### src/rtl/tluh_pkg.sv
// Shared TL-UH widths, opcodes and channel payloads used by the host adapter.
package tluh_pkg;

  localparam int unsigned TL_AW  = 32;
  localparam int unsigned TL_DW  = 32;
  localparam int unsigned TL_DBW = TL_DW / 8;
  localparam int unsigned TL_SZW = 3;
  localparam int unsigned TL_AIW = 8;

  typedef enum logic [2:0] {
    PutFullData    = 3'h0,
    PutPartialData = 3'h1,
    ArithmeticData = 3'h2,
    LogicalData    = 3'h3,
    Get            = 3'h4,
    Intent         = 3'h5
  } tluh_a_m_op;

  typedef enum logic [2:0] {
    AccessAck     = 3'h0,
    AccessAckData = 3'h1,
    HintAck       = 3'h2
  } tluh_d_m_op;

  typedef struct packed {
    logic                a_valid;
    tluh_a_m_op          a_opcode;
    logic [2:0]          a_param;
    logic [TL_SZW-1:0]   a_size;
    logic [TL_AIW-1:0]   a_source;
    logic [TL_AW-1:0]    a_address;
    logic [TL_DBW-1:0]   a_mask;
    logic [TL_DW-1:0]    a_data;
    logic                d_ready;
  } tluh_h2d_t;

  typedef struct packed {
    logic                d_valid;
    tluh_d_m_op          d_opcode;
    logic [TL_AIW-1:0]   d_source;
    logic [TL_DW-1:0]    d_data;
    logic                d_error;
    logic                a_ready;
  } tluh_d2h_t;

  // D opcode a well-behaved device answers with for a given A opcode.
  function automatic tluh_d_m_op exp_d_op(input tluh_a_m_op op);
    case (op)
      Get, ArithmeticData, LogicalData: return AccessAckData;
      Intent:                           return HintAck;
      default:                          return AccessAck;
    endcase
  endfunction

endpackage

### src/rtl/tluh_host_adapter.sv
// Single-outstanding local-request to TL-UH host bridge with local error
// screening, multi-beat Get responses, response checking and D timeout.
module tluh_host_adapter
  import tluh_pkg::*;
#(
  parameter int unsigned SourceBase    = 0,
  parameter int unsigned TimeoutCycles = 1024
) (
  input  logic              clk_i,
  input  logic              rst_i,
  input  logic              req_i,
  output logic              gnt_o,
  input  tluh_a_m_op        opcode_i,
  input  logic [2:0]        param_i,
  input  logic [TL_SZW-1:0] size_i,
  input  logic [TL_AW-1:0]  addr_i,
  input  logic [TL_DW-1:0]  wdata_i,
  input  logic [TL_DBW-1:0] be_i,
  output logic              rvalid_o,
  output logic [TL_DW-1:0]  rdata_o,
  output logic              rlast_o,
  output logic              err_o,
  output tluh_h2d_t         tl_o,
  input  tluh_d2h_t         tl_i
);

  localparam int unsigned TW      = $clog2(TimeoutCycles + 1);
  localparam int unsigned BEAT_LG = $clog2(TL_DBW);
  localparam int unsigned MAX_LG  = BEAT_LG + 2;

  typedef enum logic [1:0] {IDLE, A_REQ, D_WAIT} state_e;

  state_e           r_state,  w_state_n;
  tluh_h2d_t        r_h2d,    w_h2d_n;
  logic [1:0]       r_tag,    w_tag_n;
  logic [1:0]       r_beats,  w_beats_n;
  logic [TW-1:0]    r_tmo,    w_tmo_n;
  logic             r_gnt,    w_gnt_n;
  logic             r_rvalid, w_rvalid_n;
  logic             r_rlast,  w_rlast_n;
  logic             r_err,    w_err_n;
  logic [TL_DW-1:0] r_rdata,  w_rdata_n;

  logic             w_req_ack, w_a_ack, w_d_ack, w_lerr, w_lerr_now, w_tmo_hit;
  logic [1:0]       w_tag_inc, w_beats_req;
  logic [TL_AW-1:0] w_align_mask;
  tluh_d_m_op       w_exp_op;

  assign w_req_ack    = req_i & r_gnt;
  assign w_a_ack      = r_h2d.a_valid & tl_i.a_ready;
  assign w_d_ack      = r_h2d.d_ready & tl_i.d_valid;
  assign w_tag_inc    = r_tag + 2'd1;
  assign w_exp_op     = exp_d_op(r_h2d.a_opcode);
  assign w_tmo_hit    = (r_tmo == TW'(TimeoutCycles - 1));
  assign w_align_mask = (TL_AW'(1) << size_i) - TL_AW'(1);

  // Oversized, misaligned, or multi-beat non-Get requests never reach the bus.
  assign w_lerr = (size_i > TL_SZW'(MAX_LG)) || (|(addr_i & w_align_mask)) ||
                  ((opcode_i != Get) && (size_i > TL_SZW'(BEAT_LG)));

  // Remaining beats after the first, as loaded into the down-counter.
  assign w_beats_req = ((opcode_i == Get) && (size_i > TL_SZW'(BEAT_LG))) ?
                       2'((3'd1 << (size_i - TL_SZW'(BEAT_LG))) - 3'd1) : 2'd0;

  always_comb begin
    w_state_n  = r_state;
    w_h2d_n    = r_h2d;
    w_tag_n    = r_tag;
    w_beats_n  = r_beats;
    w_tmo_n    = r_tmo;
    w_rvalid_n = 1'b0;
    w_rlast_n  = 1'b0;
    w_err_n    = 1'b0;
    w_rdata_n  = '0;
    w_lerr_now = 1'b0;

    case (r_state)
      IDLE: begin
        w_h2d_n.d_ready = 1'b1;
        if (w_req_ack) begin
          if (w_lerr) begin
            w_lerr_now = 1'b1;
            w_rvalid_n = 1'b1;
            w_rlast_n  = 1'b1;
            w_err_n    = 1'b1;
            w_rdata_n  = '1;
          end else begin
            w_state_n         = A_REQ;
            w_tag_n           = w_tag_inc;
            w_beats_n         = w_beats_req;
            w_h2d_n.a_valid   = 1'b1;
            w_h2d_n.a_opcode  = opcode_i;
            w_h2d_n.a_param   = param_i;
            w_h2d_n.a_size    = size_i;
            w_h2d_n.a_source  = {(TL_AIW-2)'(SourceBase), w_tag_inc};
            w_h2d_n.a_address = addr_i;
            w_h2d_n.a_mask    = be_i;
            w_h2d_n.a_data    = wdata_i;
            w_h2d_n.d_ready   = 1'b0;
          end
        end
      end
      A_REQ: begin
        if (w_a_ack) begin
          w_state_n       = D_WAIT;
          w_h2d_n.a_valid = 1'b0;
          w_h2d_n.d_ready = 1'b1;
          w_tmo_n         = '0;
        end
      end
      D_WAIT: begin
        if (w_d_ack) begin
          w_tmo_n    = '0;
          w_rvalid_n = 1'b1;
          w_rlast_n  = (r_beats == 2'd0);
          w_rdata_n  = (w_exp_op == AccessAckData) ? tl_i.d_data : '0;
          w_err_n    = tl_i.d_error || (tl_i.d_opcode != w_exp_op) ||
                       (tl_i.d_source != r_h2d.a_source);
          if (r_beats == 2'd0) w_state_n = IDLE;
          else                 w_beats_n = r_beats - 2'd1;
        end else if (w_tmo_hit) begin
          w_tmo_n    = '0;
          w_rvalid_n = 1'b1;
          w_rlast_n  = 1'b1;
          w_err_n    = 1'b1;
          w_rdata_n  = '1;
          w_beats_n  = 2'd0;
          w_state_n  = IDLE;
        end else begin
          w_tmo_n = r_tmo + TW'(1);
        end
      end
      default: w_state_n = IDLE;
    endcase

    // Grant only from a settled IDLE; withheld during a local-error pulse.
    w_gnt_n = (w_state_n == IDLE) && !w_lerr_now;
  end

  always_ff @(posedge clk_i) begin
    if (rst_i) begin
      r_state  <= IDLE;
      r_h2d    <= '0;
      r_tag    <= '0;
      r_beats  <= '0;
      r_tmo    <= '0;
      r_gnt    <= 1'b0;
      r_rvalid <= 1'b0;
      r_rlast  <= 1'b0;
      r_err    <= 1'b0;
      r_rdata  <= '0;
    end else begin
      r_state  <= w_state_n;
      r_h2d    <= w_h2d_n;
      r_tag    <= w_tag_n;
      r_beats  <= w_beats_n;
      r_tmo    <= w_tmo_n;
      r_gnt    <= w_gnt_n;
      r_rvalid <= w_rvalid_n;
      r_rlast  <= w_rlast_n;
      r_err    <= w_err_n;
      r_rdata  <= w_rdata_n;
    end
  end

  assign gnt_o    = r_gnt;
  assign rvalid_o = r_rvalid;
  assign rlast_o  = r_rlast;
  assign err_o    = r_err;
  assign rdata_o  = r_rdata;
  assign tl_o     = r_h2d;

endmodule

### config.mk
export PLATFORM = sky130hd
export DESIGN_NAME = tluh_host_adapter
export DESIGN_NICKNAME = d
export VERILOG_FILES = /design/src/rtl/tluh_pkg.sv /design/src/rtl/tluh_host_adapter.sv
export SDC_FILE = /design/constraint.sdc
export NUM_CORES = 1
export LEC_CHECK = 0
export BUFFER_PORTS_ARGS = -buffer_cell sky130_fd_sc_hd__buf_4
export CORE_UTILIZATION = 42
export DETAILED_ROUTE_END_ITERATION = 6
export PLACE_DENSITY = 0.73
export SYNTH_ARGS = -nofsm -noshare
export SYNTH_HDL_FRONTEND = slang
export SYNTH_SLANG_ARGS = --single-unit
### constraint.sdc
create_clock -name clk_i -period 2.55 [get_ports clk_i]
set_input_delay 0.3825 -clock clk_i [delete_from_list [all_inputs] [get_ports clk_i]]
set_output_delay 0.3825 -clock clk_i [all_outputs]
set_load 0.01 [all_outputs]
==> metrics.yaml, run 1 <==
busiest_layer: "met2"
p_leak_nw: 4.071
cp_slowest_stage_delay_ns: 0.54
cp.required_ns: 2.83
wl_per_cell_um: 14.23
met3_usage_pct: 5.717
area_growth_syn_to_layout_pct: 47.20
rows: 40
post_cts_buffers: 0
yosysWarnings: 0
ys_seq_elements: 132
ant_nets: 0
diodes: 0
drive_gt1_share_pct: 36.48
grt_usage_pct: 20.76
rsz0062_at_grt: "false"
drv_slew: 0
vdd_drop_max_uv: 347.3
vias_per_cell: 4.846
dieArea_um2: 13160
instances_no_fill: 974
hold_buffers: 0
maxSlewHeadroom_pct: 54.05
gp_congestion: 0.8156
pwr_density_cell_nw_per_um2: 605.8
seq_area_frac_synth_pct: 49.52
worst_path_max_delay_cell: "or4_1"
ios: 249
core_um2: 12210
clock_path_buffers: 2
cts.sinks: 132
r2r_start: "r_tmo[0]"
fin_skew_ns: 0.004189
cp_cell_sequence: "buf_4 -> inv_1 -> ha_1 -> or4_1 -> a21oi_1 -> a2111oi_4 -> nand3_4 -> buf_12 -> mux2i_1 -> nor2_1"
use_met2_pct: 36.57
grt_pass1_wl_um: 21320
placed_cell_area_um2: 7295
overflow: 0
synthFlopType: "dfxtp_1"
hp-class: "in -> reg"
cts_resized: 0
synth-edff-count: 0
fmax_mhz: 456.6
ys_types: 52
finalWirelength_um: 13860
cts_max_level: 4
min_from: "wdata_i[22]"
grt_pass1_vias: 4485
vias: 4720
dr.pass1.iters: 4
start_util_pct: 43.70
drv_cap: 0
fin_crit_ns: 2.190
path_max_fanout: 25
outcome: "finished clean"
cts_buffers: 17
nFillCells: 1030
die_x_um: 114.7
dp_hpwl_um: 10300
hold_viol: 0
ctsRootBufferMaster: "clkbuf_16"
nets: 929
clk-insertion-delay-late_ns: 0.40
tightest_slew_ns: 0.6892
async_reset_ff_share_pct: 0
grt_max_degree: 68
startpoint_type: "primary input"
synth_area_um2: 5336
met1_usage_pct: 24.11
fin_crit_sh_pct: 85.89
drc_errors: 0
cp-end-kind: "flop"
dp.cells: 942
cts_tree: "yes"
fin_total_pwr_w: 0.004758
setup_viol: 0
critPathLaunch: "size_i[2]"
die_h_um: 114.7
io_buffers: 242
stdcell_area_um2: 7855
worstSetupPathType: "in -> reg"
synthCells: 555
drt_iter0_markers: 230
antenna_found_initial: 0
clkTransAtPathRegs_ns: 0.05
syn_avg_cell_area_um2: 9.615
cp.arrival_ns: 2.47
==> sequential cells by signal, summed over array words and instances, names as in the netlist <==
| name | cells |
|---|---|
| rdata_o | 32 |
| rlast_o | 1 |
| tl_o | 81 |
| r_tmo | 11 |
| r_state | 2 |
| rvalid_o | 1 |
| gnt_o | 1 |
| r_beats | 2 |
| err_o | 1 |
==> critical path, delay by kind of cell <==
family | cells | cell delay (ns)
mux | 1 | 0.23
simple gates | 3 | 0.79
compound gates | 2 | 0.33
fa+ha+maj | 1 | 0.27
buf+inv | 3 | 0.45
==> final timing paths <==
check                 to  slack (ns)  cells after the start
max             tl_o[32]        0.36                     10
min             tl_o[23]        0.21                      3
max reg2reg  rdata_o[11]        0.66                      7
min reg2reg    r_tmo[10]        0.48                      1
==> cell type report <==
class	count	area (um^2)	share of cell area [%]
Sequential cell	132	2643	33.64
Multi-Input combinational cell	381	2441	31.08
Timing Repair Buffer	252	1967	25.04
Clock buffer	21	450.4	5.734
Tap cell	168	210.2	2.676
Clock inverter	11	110.1	1.402
Inverter	9	33.78	0.4301
==> cell families (layout without fill, tap and decap cells) <==
family                     after synthesis  count (layout)  synth area share, %
and+or+nand+nor                        191             191                15.76
xor gates and xnor gates                 6               6               0.9848
DFF                                    132             132                49.52
adders and majority gates               10              10                2.345
buffers and inverters                   47             293                5.322
muxes                                   82              82                15.40
other                                    1               6              0.07027
AOI/OAI and AO/OA                       86              86                10.60
==> where the power goes <==
part / total, W / switching [W] / internal, W
clock: 0.00228 / 0.000830 / 0.00145
combinational: 0.000376 / 0.000166 / 0.000210
sequential: 0.00210 / 0.0000108 / 0.00209
==> placed cells by master, fill, tap and decap left out, drive strengths merged, types with 7 or more instances in the layout <==
| cell type | n |
|---|---|
| buf | 252 |
| dfxtp | 132 |
| nand2 | 50 |
| ha | 10 |
| nor2 | 97 |
| nor3b | 7 |
| a21oi | 46 |
| inv | 9 |
| clkinv | 7 |
| clkbuf | 21 |
| o21ai | 13 |
| mux2i | 81 |
==> cell usage after synthesis (3+ instances only) <==
cell type / n / area (um^2)
clkbuf_1: 14 / 52.55
nor3b_1: 5 / 37.54
inv_1: 8 / 30.03
and3_1: 6 / 37.54
nand3_1: 6 / 30.03
buf_4: 11 / 82.58
buf_6: 8 / 90.09
dfxtp_1: 132 / 2643
nand2b_1: 4 / 25.02
nor2_1: 96 / 360.4
nor4_1: 3 / 18.77
o21ai_0: 13 / 65.06
mux2i_1: 81 / 810.8
ha_1: 10 / 125.1
buf_2: 5 / 25.02
nor3_1: 6 / 30.03
xor2_1: 4 / 35.03
o211a_1: 3 / 30.03
a21oi_1: 46 / 230.2
nand2_1: 50 / 187.7
==> metrics by stage <==
step	setup WS, ns	hold WS [ns]	setup TNS (ns)	utilization [%]
2_1_floorplan	0.1081	0.4446	0	-
3_3_place_gp	0.09857	0.4597	0	59.73
3_5_place_dp	-0.02392	0.4647	-0.08904	59.73
4_1_cts	0.3762	0.1897	0	64.32
5_1_grt	0.2517	0.2100	0	64.32
6_report	0.3599	0.2091	0	64.32
==> layer usage <==
metal	part of all wire [%]	wire (um)	up-vias
li1	-	-	2366
met1	41	5636	2170
met2	51	7065	166
met3	6.9	951	18
met4	1.5	205	0
met5	0	0	-
(Power assumes the default switching activity.)
==> inputs of run 2 (changes only) <==
ABC_AREA = 1   (was unset)
CORE_UTILIZATION = 43   (was 42)
==> run 2 against run 1 <==
Effect of this change: die area up 5.8%; register-to-register slack worse by 0.19 ns; sequential share of layout area down 2.3 points; worst hold slack worse by 0.029 ns; sequential power about the same; via count up 20%; first-iteration DRC count up 8.3%; critical path depth unchanged; critical path type is now reg -> reg; critical endpoint is now r_tmo[7]; largest power group unchanged.
==> metrics.yaml, run 2 <==
io_buffers: 242
synth-adder-area-share_pct: 2.162
grt_usage_pct: 23.04
largest_reg_flops: 81
gp_congestion: 0.8112
core_um2: 13190
ys_seq_elements: 132
cts_buffers: 17
diodes: 0
seq_power_share_pct: 39.7
yosysWarnings: 0
netlist.area_leader.share_pct: 45.66
die_h_um: 118.0
drv_slew: 0
ios: 249
cts.sinks: 132
ant_nets: 0
finalWirelength_um: 15670
rsz0062_at_grt: "false"
cp.required_ns: 2.82
synth_compound_area_share_pct: 12.69
drive_gt1_share_pct: 29.72
dp_hpwl_um: 11050
yosysMostFrequentCell: "nor2_1"
fin_crit_ns: 2.082
grt_max_degree: 74
drc_errors: 0
min_from: "wdata_i[12]"
ys_types: 36
async_reset_ff_share_pct: 0
drt_iter0_markers: 249
hp-class: "in -> reg"
final_common_cell: "buf_4"
final_cell_mix: "buf_4, nor2_1, nand2_1, dfxtp_1, inv_1"
hold_viol: 0
dr.pass1.iters: 4
worst_path_max_delay_cell: "dfxtp_1"
clkPwrFrac_pct: 51.9
clkTransAtPathRegs_ns: 0.06
cts_max_level: 4
grt_pass1_wl_um: 25720
start_util_pct: 43.87
cp.arrival_ns: 2.35
synth_top_area_cell: "dfxtp_1"
p_switching_w: 0.001138
switching_share_pct: 21.47
fin_crit_sh_pct: 81.66
cp-end-kind: "flop"
synthFlopType: "dfxtp_1"
setup_viol: 0
fmax_mhz: 480.2
cp_slowest_stage_delay_ns: 0.37
synth-edff-count: 0
tightest_slew_ns: 0.9238
antenna_found_initial: 0
seq_area_frac_synth_pct: 45.66
cts_tree: "yes"
worstSetupPathType: "reg -> reg"
power_frac_comb_pct: 8.3
post_cts_buffers: 0
path_max_fanout: 7
clock_path_buffers: 2
startpoint_type: "flop"
synthCells: 802
overflow: 0
critPathLaunch: "r_tmo[0]"
cp_cell_sequence: "ha_1 -> nand3_1 -> nor2_1 -> nand3_1 -> inv_1 -> nand2_1 -> nand3_1 -> inv_1 -> a21boi_0 -> nor3_1"
synth_common_cells: "nor2_1, nand2_1, dfxtp_1"
vias_per_cell: 4.626
outcome: "finished clean"
area_growth_syn_to_layout_pct: 45.66
timing.setup.tns_ns: 0
vias: 5685
synth_area_um2: 5787
rows: 42
nFillCells: 1197
p_leak_nw: 4.604
yosys.area_share.simple_pct: 29.90
synth_top_family_by_area: "simple AND/OR/NAND/NOR gates"
clk-insertion-delay-late_ns: 0.42
hold_buffers: 0
ctsRootBufferMaster: "clkbuf_16"
die_x_um: 118.0
synth_xor_xnor_area_share_pct: 0.3027
cts_resized: 0
maxSlewHeadroom_pct: 38.35
wl_per_cell_um: 12.75
grt_pass1_vias: 5408
fin_skew_ns: 0.006469
r2r_start: "r_tmo[0]"
synth.area.top_cells: "dfxtp_1, nor2_1, nand2_1"
nets: 1176
syn_avg_cell_area_um2: 7.215
synthMuxAreaShare_pct: 0
dieArea_um2: 13930
vdd_drop_max_uv: 353.4
drv_cap: 0
fin_util_pct: 63.91
pwr_density_cell_nw_per_um2: 628.8
cp_common_cell: "nand3_1"
intPower_w: 0.004162
==> run 2: changes by cell type in the layout (fill, tap and decap cells not counted), moves of 11 or more <==
cell / change
nand2_1: +111
mux2i_1: -81
o21bai_1: +62
nor2_1: +121
a21oi_1: -18
nor2_2: +11
nand3_1: +17
inv_1: +57
==> run 2: cell families after synthesis <==
| family | Yosys count |
|---|---|
| AND/OR/NAND/NOR | 432 |
| XOR/XNOR | 2 |
| buffers and inverters | 116 |
| adder cells (fa/ha/maj) | 10 |
| AO/OA/AOI/OAI | 109 |
| other | 1 |
| flip-flops | 132 |
==> run 2: through the flow <==
step	power [W]	instance area (um^2)	hold WS, ns	cells	worst slack [ns]
floorplan	0.002343	5806	0.4366	807	0.4598
global placement	0.002591	7766	0.4510	1197	0.2142
detailed placement	0.002594	7766	0.4531	1197	0.1844
CTS	0.005346	8429	0.1664	1229	0.4984
global route	0.005493	8429	0.1686	1229	0.1851
finish	0.005300	8429	0.1805	1229	0.4676
==> run 2: metal layers <==
metal	up-vias	wire (um)	GRT usage, %
met1	2517	6846	27.23
met3	21	1296	8.382
met5	-	0	0
met4	0	325	10.18
li1	2950	-	-
met2	197	7206	37.32
==> run 2: critical path, delay by kind of cell (launching register included) <==
family	cells	cell delay (ns)
AO/OA/AOI/OAI	1	0.20
adder cells (fa/ha/maj)	1	0.20
flip-flops	1	0.37
buffers and inverters	2	0.26
AND/OR/NAND/NOR	6	0.90
==> run 2: final timing paths <==
| path | slack [ns] | cells past startpoint | to |
|---|---|---|---|
| setup reg to reg | 0.47 | 10 | r_tmo[7] |
| hold reg to reg | 0.46 | 2 | r_tmo[10] |
| hold / removal | 0.18 | 3 | tl_o[13] |
| setup / recovery | 0.47 | 10 | r_tmo[7] |
==> run 2: power by group through the flow <==
| stage | clock [W] | combinational [W] | sequential, W |
|---|---|---|---|
| CTS | 0.00280 | 0.000445 | 0.00211 |
| global route | 0.00290 | 0.000483 | 0.00211 |
| detailed placement | 0 | 0.000443 | 0.00215 |
| global placement | 0 | 0.000441 | 0.00215 |
| floorplan | 0 | 0.000177 | 0.00217 |
| finish | 0.00275 | 0.000441 | 0.00211 |
==> run 2: cell type report <==
cell class              count  area, um^2  area share [%]
repair buffers            259        2007           23.81
clock buffers              18       429.2           5.091
well taps                 176       220.2           2.612
multi-input cells         559        2630           31.20
flip-flops and latches    132        2643           31.35
inverters                  71       266.5           3.162
clock inverters            14       234.0           2.776
